$ cat src/rtl/lnnae_sequencer_if.sv
// Job, array and result signals of the LNNAE sequencer.
// master = sequencer side; slave = job source, systolic array and result sink.
interface lnnae_sequencer_if #(
    parameter int N  = 4,
    parameter int CW = 8
);
    logic             in_valid;
    logic             in_ready;
    logic [N*N-1:0]   in_matrix;
    logic             arr_loading;
    logic             arr_enable;
    logic             arr_shiftdirection;
    logic [0:N-1]     arr_datain;
    logic [CW-1:0]    arr_count;
    logic             res_valid;
    logic             res_ready;
    logic [CW-1:0]    res_count;
    logic [15:0]      perf_jobs;

    modport master (
        input  in_valid, in_matrix, arr_count, res_ready,
        output in_ready, arr_loading, arr_enable, arr_shiftdirection, arr_datain,
               res_valid, res_count, perf_jobs
    );

    modport slave (
        output in_valid, in_matrix, arr_count, res_ready,
        input  in_ready, arr_loading, arr_enable, arr_shiftdirection, arr_datain,
               res_valid, res_count, perf_jobs
    );
endinterface

$ cat src/rtl/lnnae_sequencer.sv
// LNNAE systolic-array sequencer: load a job matrix, run the CNOT schedule, return the count.
// Optional completed-job counter enabled by defining LNNAE_SEQ_PERF_EN.
module lnnae_sequencer #(
    parameter int N  = 4,
    parameter int CW = 8
) (
    input  logic                clock,
    input  logic                reset,
    lnnae_sequencer_if.master   bus
);
    localparam int RW = (N > 2) ? $clog2(N) : 1;

    typedef enum logic [2:0] {
        IDLE,
        LOAD,
        CALC,
        CAPT,
        DONE
    } state_t;

    state_t          r_state;
    state_t          w_nextState;
    logic [RW-1:0]   r_row;
    logic [RW-1:0]   w_nextRow;
    logic [RW-1:0]   r_step;
    logic [RW-1:0]   w_nextStep;
    logic [RW-1:0]   r_pass;
    logic [RW-1:0]   w_nextPass;
    logic            r_horiz;
    logic            w_nextHoriz;
    logic [N*N-1:0]  r_matrix;
    logic [N*N-1:0]  w_nextMatrix;
    logic [N-1:0]    w_rowBits;
    logic [0:N-1]    w_nextDatain;

    // Outputs are derived from next-state values so every output is a flop.
    always_comb begin
        w_nextState  = r_state;
        w_nextRow    = '0;
        w_nextStep   = '0;
        w_nextPass   = '0;
        w_nextHoriz  = 1'b0;
        w_nextMatrix = r_matrix;
        w_rowBits    = '0;
        w_nextDatain = '0;

        unique case (r_state)
            IDLE: begin
                if (bus.in_valid) begin
                    w_nextState  = LOAD;
                    w_nextMatrix = bus.in_matrix;
                end
            end
            LOAD: begin
                if (r_row == RW'(N - 1)) begin
                    w_nextState = CALC;
                end else begin
                    w_nextRow = r_row + 1'b1;
                end
            end
            CALC: begin
                w_nextPass  = r_pass;
                w_nextHoriz = r_horiz;
                if (r_step == RW'(N - 2)) begin
                    w_nextHoriz = ~r_horiz;
                    // A pass ends after its horizontal half.
                    if (r_horiz) begin
                        if (r_pass == RW'(N - 2)) begin
                            w_nextState = CAPT;
                            w_nextPass  = '0;
                        end else begin
                            w_nextPass = r_pass + 1'b1;
                        end
                    end
                end else begin
                    w_nextStep = r_step + 1'b1;
                end
            end
            CAPT: begin
                w_nextState = DONE;
            end
            DONE: begin
                if (bus.res_ready) begin
                    w_nextState = IDLE;
                end
            end
            default: begin
                w_nextState = IDLE;
            end
        endcase

        w_rowBits = w_nextMatrix[N*int'(w_nextRow) +: N];
        for (int c = 0; c < N; c++) begin
            w_nextDatain[c] = (w_nextState == LOAD) ? w_rowBits[c] : 1'b0;
        end
    end

    always_ff @(posedge clock) begin
        if (reset) begin
            r_state                <= IDLE;
            r_row                  <= '0;
            r_step                 <= '0;
            r_pass                 <= '0;
            r_horiz                <= 1'b0;
            r_matrix               <= '0;
            bus.in_ready           <= 1'b1;
            bus.arr_loading        <= 1'b0;
            bus.arr_enable         <= 1'b0;
            bus.arr_shiftdirection <= 1'b1;
            bus.arr_datain         <= '0;
            bus.res_valid          <= 1'b0;
            bus.res_count          <= '0;
        end else begin
            r_state                <= w_nextState;
            r_row                  <= w_nextRow;
            r_step                 <= w_nextStep;
            r_pass                 <= w_nextPass;
            r_horiz                <= w_nextHoriz;
            r_matrix               <= w_nextMatrix;
            bus.in_ready           <= (w_nextState == IDLE);
            bus.arr_loading        <= (w_nextState == LOAD);
            bus.arr_enable         <= (w_nextState == CALC);
            bus.arr_shiftdirection <= (w_nextState == CALC) ? ~w_nextHoriz : 1'b1;
            bus.arr_datain         <= w_nextDatain;
            bus.res_valid          <= (w_nextState == DONE);
            if (r_state == CAPT) begin
                bus.res_count <= bus.arr_count;
            end
        end
    end

`ifdef LNNAE_SEQ_PERF_EN
    logic [15:0] r_perfJobs;

    always_ff @(posedge clock) begin
        if (reset) begin
            r_perfJobs <= '0;
        end else if (bus.res_valid && bus.res_ready && (r_perfJobs != 16'hFFFF)) begin
            r_perfJobs <= r_perfJobs + 16'd1;
        end
    end

    assign bus.perf_jobs = r_perfJobs;
`else
    assign bus.perf_jobs = 16'h0000;
`endif

endmodule

$ cat src/flat_wrapper.sv
// flat-port wrapper written by rule: the top's interface ports become plain ports
module lnnae_sequencer_flat 
#(
    parameter int N  = 4,
    parameter int CW = 8
)
  (clock, reset, bus_in_valid, bus_in_matrix, bus_arr_count, bus_res_ready, bus_in_ready, bus_arr_loading, bus_arr_enable, bus_arr_shiftdirection, bus_arr_datain, bus_res_valid, bus_res_count, bus_perf_jobs);
  lnnae_sequencer_if #(.N(N), .CW(CW)) bus_i ();
  input  logic clock;
  input  logic reset;
  input wire logic [$bits(bus_i.in_valid)-1:0] bus_in_valid;
  input wire logic [$bits(bus_i.in_matrix)-1:0] bus_in_matrix;
  input wire logic [$bits(bus_i.arr_count)-1:0] bus_arr_count;
  input wire logic [$bits(bus_i.res_ready)-1:0] bus_res_ready;
  output wire logic [$bits(bus_i.in_ready)-1:0] bus_in_ready;
  output wire logic [$bits(bus_i.arr_loading)-1:0] bus_arr_loading;
  output wire logic [$bits(bus_i.arr_enable)-1:0] bus_arr_enable;
  output wire logic [$bits(bus_i.arr_shiftdirection)-1:0] bus_arr_shiftdirection;
  output wire logic [$bits(bus_i.arr_datain)-1:0] bus_arr_datain;
  output wire logic [$bits(bus_i.res_valid)-1:0] bus_res_valid;
  output wire logic [$bits(bus_i.res_count)-1:0] bus_res_count;
  output wire logic [$bits(bus_i.perf_jobs)-1:0] bus_perf_jobs;
  assign bus_i.in_valid = bus_in_valid;
  assign bus_i.in_matrix = bus_in_matrix;
  assign bus_i.arr_count = bus_arr_count;
  assign bus_i.res_ready = bus_res_ready;
  assign bus_in_ready = bus_i.in_ready;
  assign bus_arr_loading = bus_i.arr_loading;
  assign bus_arr_enable = bus_i.arr_enable;
  assign bus_arr_shiftdirection = bus_i.arr_shiftdirection;
  assign bus_arr_datain = bus_i.arr_datain;
  assign bus_res_valid = bus_i.res_valid;
  assign bus_res_count = bus_i.res_count;
  assign bus_perf_jobs = bus_i.perf_jobs;
  lnnae_sequencer #(.N(N), .CW(CW)) u_core (.clock(clock), .reset(reset), .bus(bus_i));
endmodule
$ cat config.mk
export PLATFORM = sky130hd
export DESIGN_NAME = lnnae_sequencer_flat
export DESIGN_NICKNAME = d
export VERILOG_FILES = /design/src/rtl/lnnae_sequencer_if.sv /design/src/rtl/lnnae_sequencer.sv /design/src/flat_wrapper.sv
export SDC_FILE = /design/constraint.sdc
export NUM_CORES = 1
export LEC_CHECK = 0
export ABC_AREA = 1
export ABC_CLOCK_PERIOD_IN_PS = 4200
export CAP_MARGIN = 0
export CORE_MARGIN = 5
export CORE_UTILIZATION = 40
export DETAILED_ROUTE_END_ITERATION = 10
export HOLD_SLACK_MARGIN = 0.1
export PLACE_DENSITY_LB_ADDON = 0.12
export SYNTH_ARGS = -nofsm -noshare
export SYNTH_HDL_FRONTEND = slang
export SYNTH_SLANG_ARGS = --single-unit
$ cat constraint.sdc
create_clock -name clock -period 4.2 [get_ports clock]
set_clock_uncertainty 0.15 [all_clocks]
set_input_delay 0.42 -clock clock [delete_from_list [all_inputs] [get_ports clock]]
set_output_delay 0.42 -clock clock [all_outputs]
set_load 0.02 [all_outputs]
---- Yosys cells after proc, flatten, opt, wreduce, memory -nomap -nowiden ----
Index checks and enable logic that the tools add are counted.
cells by class
  $add $sub $neg .......................... 3
  equal/unequal tests ..................... 10
  shifts and indexed selects .............. 1
  muxes and demuxes ....................... 14
  bitwise operators ....................... 5
  reduce and logical (&&, ||, !) cells .... 7
operators with widths
  cell                                                  number
  two-way mux 16 bit                                    2
  two-way mux 3 bit                                     6
  indexed part select 16 x 5 -> 4 bit                   1
  one-hot mux 3 bit (5 select lines)                    1
  equality test 3 x 2 -> 1 bit (second input constant)  3
  adder 2 x 1 -> 2 bit (second input constant)          3
  equality test 2 bit (second input constant)           3
  equality test 3 x 1 -> 1 bit (second input constant)  2
  equality test 3 bit (second input constant)           2
  logical NOT 3 bit                                     2
  two-way mux 2 bit                                     3
  OR reduction 2 bit                                    3
  NOT 1 bit                                             5
  OR reduction 3 bit                                    1
  two-way mux 1 bit                                     2
  AND reduction 2 bit                                   1
storage, ports and cells
  bits in registers ....................... 43
  bits of input ports ..................... 28
  output and inout bits ................... 33
  word-level logic and storage cells ...... 53

---- Longest topological paths before layout ----
  depth in word-level cells ............... 8
  depth in mapped cells ................... 9
  depth with buffers taken out ............ 9

---- Worst setup path before layout ----
No wires, ideal clock.
  path type ............................... reg2reg
  from .................................... reg u_core.r_row[0]
  to ...................................... reg u_core.bus.arr_datain[0]
  library setup time ...................... 0.119 ns
  arrival time ............................ 1.147 ns
  required time ........................... 3.931 ns
  path slack .............................. 2.784 ns
  stages on the path, launching flop included .. 8
  cell sequence ........................... dfxtp_1 -> ha_1 -> nor2_1 -> inv_1 -> nor2_2 -> nand3_1 -> nand3_1 -> a21oi_1
on the way
  longest elaborated chain between the ends .. 6
ends and longest elaborated chain
  element                                                                       RTL line                  RTL
  start: declaration                                                            lnnae_sequencer.sv:23     logic [RW-1:0] r_row;
  start signal: assignment                                                      lnnae_sequencer.sv:115    r_row <= w_nextRow;
  parallel branches: the longest is 6 deep, another holds adder 2 x 1 -> 2 bit  n/a
  end signal: assignment                                                        lnnae_sequencer.sv:124    bus.arr_datain <= w_nextDatain;
  end: declaration                                                              lnnae_sequencer_if.sv:22  output in_ready, arr_loading, arr_enable, arr_shiftdirection, arr_datain,
Several ways; the timed one is not identified.
A chain may end at the register's enable or synchronous reset.

---- Final worst setup path ----
  from .................................... in bus_in_valid
  to ...................................... reg u_core.bus.arr_datain[0]
on the way
  longest elaborated chain between the ends .. 5
ends and longest elaborated chain
  element                                                                     RTL line            RTL
  start: declaration                                                          flat_wrapper.sv:11  input wire logic [$bits(bus_i.in_valid)-1:0] bus_in_valid;
  parallel branches: the longest is 5 deep, another holds two-way mux 16 bit  n/a
Several ways; the timed one is not identified.

==> reports/metrics.csv <==
metric;value;unit
status;complete, no violations;
finalMaxSlewViolations;0;
row_count;24;
synth_cells;229;
die_y;77.4;microns
synth_top_family_by_area;simple AND/OR/NAND/NOR gates;
antenna_found_initial;0;
fin_crit_sh;44.2;%
routed_wl;4.03;mm
syn_to_final_growth;28.0;%
clkSlewWorstSetupHoldPaths;0.08;ns
clock.fmax;0.538;GHz
synth-compound-area-share;9.09;%
place_hpwl;2.97;mm
wire_per_inst;12.3;microns
synth_area;1820;sq um
total_leakage_power;0.957;nW
hold_violations;0;
path_buf_inv;2;
start_kind;input pin;
die_area;5990;sq um
grtUsageTotal;13.6;%
ys_seq_area_share;47.4;%
synth_xor_area_share;0;%
n_antenna_cell;0;
crit_path_top_delay_cell;clkdlybuf4s50_1;
p_per_area;360;nW/um^2
path_delay_family;simple AND/OR/NAND/NOR gates;
synthTopCellsByCount;nand3_1 (44), dfxtp_1 (43), nor2_1 (30);
whs;0.263;ns
avgViaCountPerCell;4.72;
arrival;1.89;ns
cts_setup_buffers;0;
grt_pass1_wl;6.62;mm
dpl_worst_slack;2.04;ns
setup_viol_count_final;0;
netlist.area_leader.share;47.4;%
cp_common_cell;nand3_1;
path_max_fanout;19;
nets;305;
final_cells;327;
yosysMostFrequentCell;nand3_1;
r2r_setup_slack;2.50;ns
multi_input_area;791;sq um
drive_above_1_share;7.27;%
path_cells;clkdlybuf4s50_1 -> inv_1 -> nor2_4 -> nand2_4 -> nand2_1 -> nand3_1 -> nand3_1 -> a21oi_1;
grt_max_degree;25;
synth-simple-area-share;28.5;%
period_minus_slack;1.86;ns
syn_area_per_cell;7.93;sq um
synth_top_cell_by_area;dfxtp_1;
grt_pass1_vias;1449;
h-tree-depth;2;
clkSinkCount;43;
ys.flop_type;dfxtp_1;
path_class;in -> reg;
cp.required;4.24;ns
gr-total-overflow;0;
peakVddDrop;0.000180;V
ff_latch_area;861;sq um
fin_setup_tns;0;ns
worstSetupEndpointType;register;
drt_iter0_drc;90;
filler_cell_count;428;
holdBufCountCts;0;
setup_ws;2.34;ns
core_area;4380;sq um
synth-adder-area-share;2.07;%
firstDrtPassIters;4;
placement.io_buffers;44;
cts.root.buffer_cell;clkbuf_8;
synth_edf_count;0;
worst_hold_path_type;reg -> reg;
num_vias;1545;
initial_core_util;41.4;%
ys_async_sr_fraction;0;%
cts_resized;0;
cts_tree;done;
ys_top_cells_by_area;dfxtp_1 (47%), nand3_1 (12%), buf_4 (7.0%), nor2_1 (6.2%), a21oi_1 (5.8%);
utilization;53.0;%
drcViolationCount;0;
max_cap_violations;0;
clkLatencyLatePin;0.29;ns
synth-seq-cells;43;
ys.warnings.count;0;
clock_path_buffers;2;
ys_types;24;
cts_inserted_buffers;5;
dpl.cell_count;319;
fp.dieW;77.4;microns
detail-route-antenna-nets;0;
boundaryPins;61;
max_stage_delay;0.45;ns
synth.area.mux_share;0.551;%
place.gp.congestion;0.747;
rsz0062_at_grt;no;
==> metrics by stage <==
| stage | area [sq um] | total power (W) |
|---|---|---|
| after detailed placement | 2220 | 0.000563 |
| after CTS | 2320 | 0.000845 |
| final | 2320 | 0.000837 |
| after floorplan | 1870 | 0.000527 |
| after global routing | 2320 | 0.000876 |
| after global placement | 2220 | 0.000563 |
==> sequential cells by signal, indices dropped and copies added (netlist names) <==
| name | cells |
|---|---|
| u_core.bus.arr_datain | 4 |
| u_core.bus.arr_enable | 1 |
| u_core.bus.arr_loading | 1 |
| u_core.bus.arr_shiftdirection | 1 |
| u_core.bus.in_ready | 1 |
| u_core.bus.res_count | 8 |
| u_core.bus.res_valid | 1 |
| u_core.r_horiz | 1 |
| u_core.r_matrix | 16 |
| u_core.r_pass | 2 |
| u_core.r_row | 2 |
| u_core.r_state | 3 |
| u_core.r_step | 2 |
==> worst register-to-register path, cell delays in order (launching register included) <==
cell,delay [ns]
dfxtp_1,0.37
nor2_4,0.43
nand2_4,0.24
nand2_1,0.14
nand3_1,0.10
nand3_1,0.11
a21oi_1,0.06
==> power breakdown <==
group / internal, W / switching, W / total (W) / leakage, nW
Combinational: 0.0000519 / 0.0000733 / 0.000125 / 0.555
Clock: 0.000150 / 0.000133 / 0.000283 / 0.0515
Sequential: 0.000423 / 0.00000579 / 0.000429 / 0.350
Total: 0.000625 / 0.000212 / 0.000837 / 0.957
==> per-layer routing <==
layer  track usage (%)  part of all wire [%]  up-vias
met3              3.70                   7.8        7
met2              21.3                    44       49
li1                  -                     -      814
met4              6.87                   1.9        0
met1              17.3                    46      675
met5                 0                     0        -
==> cell usage in the layout (no fill, tap or decap) <==
cell / count
a21oi_1: 21
a21oi_2: 1
a31oi_1: 1
buf_4: 1
clkbuf_1: 1
clkbuf_8: 7
clkdlybuf4s50_1: 44
conb_1: 16
dfxtp_1: 43
ha_1: 3
inv_1: 13
inv_2: 3
mux2i_1: 1
nand2_1: 27
nand2_4: 1
nand3_1: 44
nand3_2: 1
nor2_1: 30
nor2_2: 2
nor2_4: 2
nor3_1: 1
nor3_2: 1
o21ai_0: 9
or2_1: 1
or2_2: 1
==> kinds of logic after synthesis <==
kind of cell / Yosys count
AO/OA/AOI/OAI: 32
buffers and inverters: 38
flip-flops: 43
adder cells (fa/ha/maj): 3
AND/OR/NAND/NOR: 111
multiplexers: 1
other: 1
==> final timing paths <==
check,cells past startpoint,endpoint,start
max,8,u_core.bus.arr_datain[0]$_SDFF_PP0_,bus_in_valid
min reg2reg,1,u_core.r_step[0]$_SDFF_PP0_,u_core.r_step[0]$_SDFF_PP0_
max reg2reg,6,u_core.bus.arr_datain[0]$_SDFF_PP0_,u_core.r_state[0]$_SDFF_PP0_
min,1,u_core.r_step[0]$_SDFF_PP0_,u_core.r_step[0]$_SDFF_PP0_
==> area by class of cell <==
cell class / instances / share of cell area [%]
clock buffers: 8 / 4.31
inverters: 16 / 2.58
multi-input cells: 163 / 34.0
flip-flops and latches: 43 / 37.0
well taps: 52 / 2.80
repair buffers: 45 / 19.3
Power figures use the tool's default switching activity.
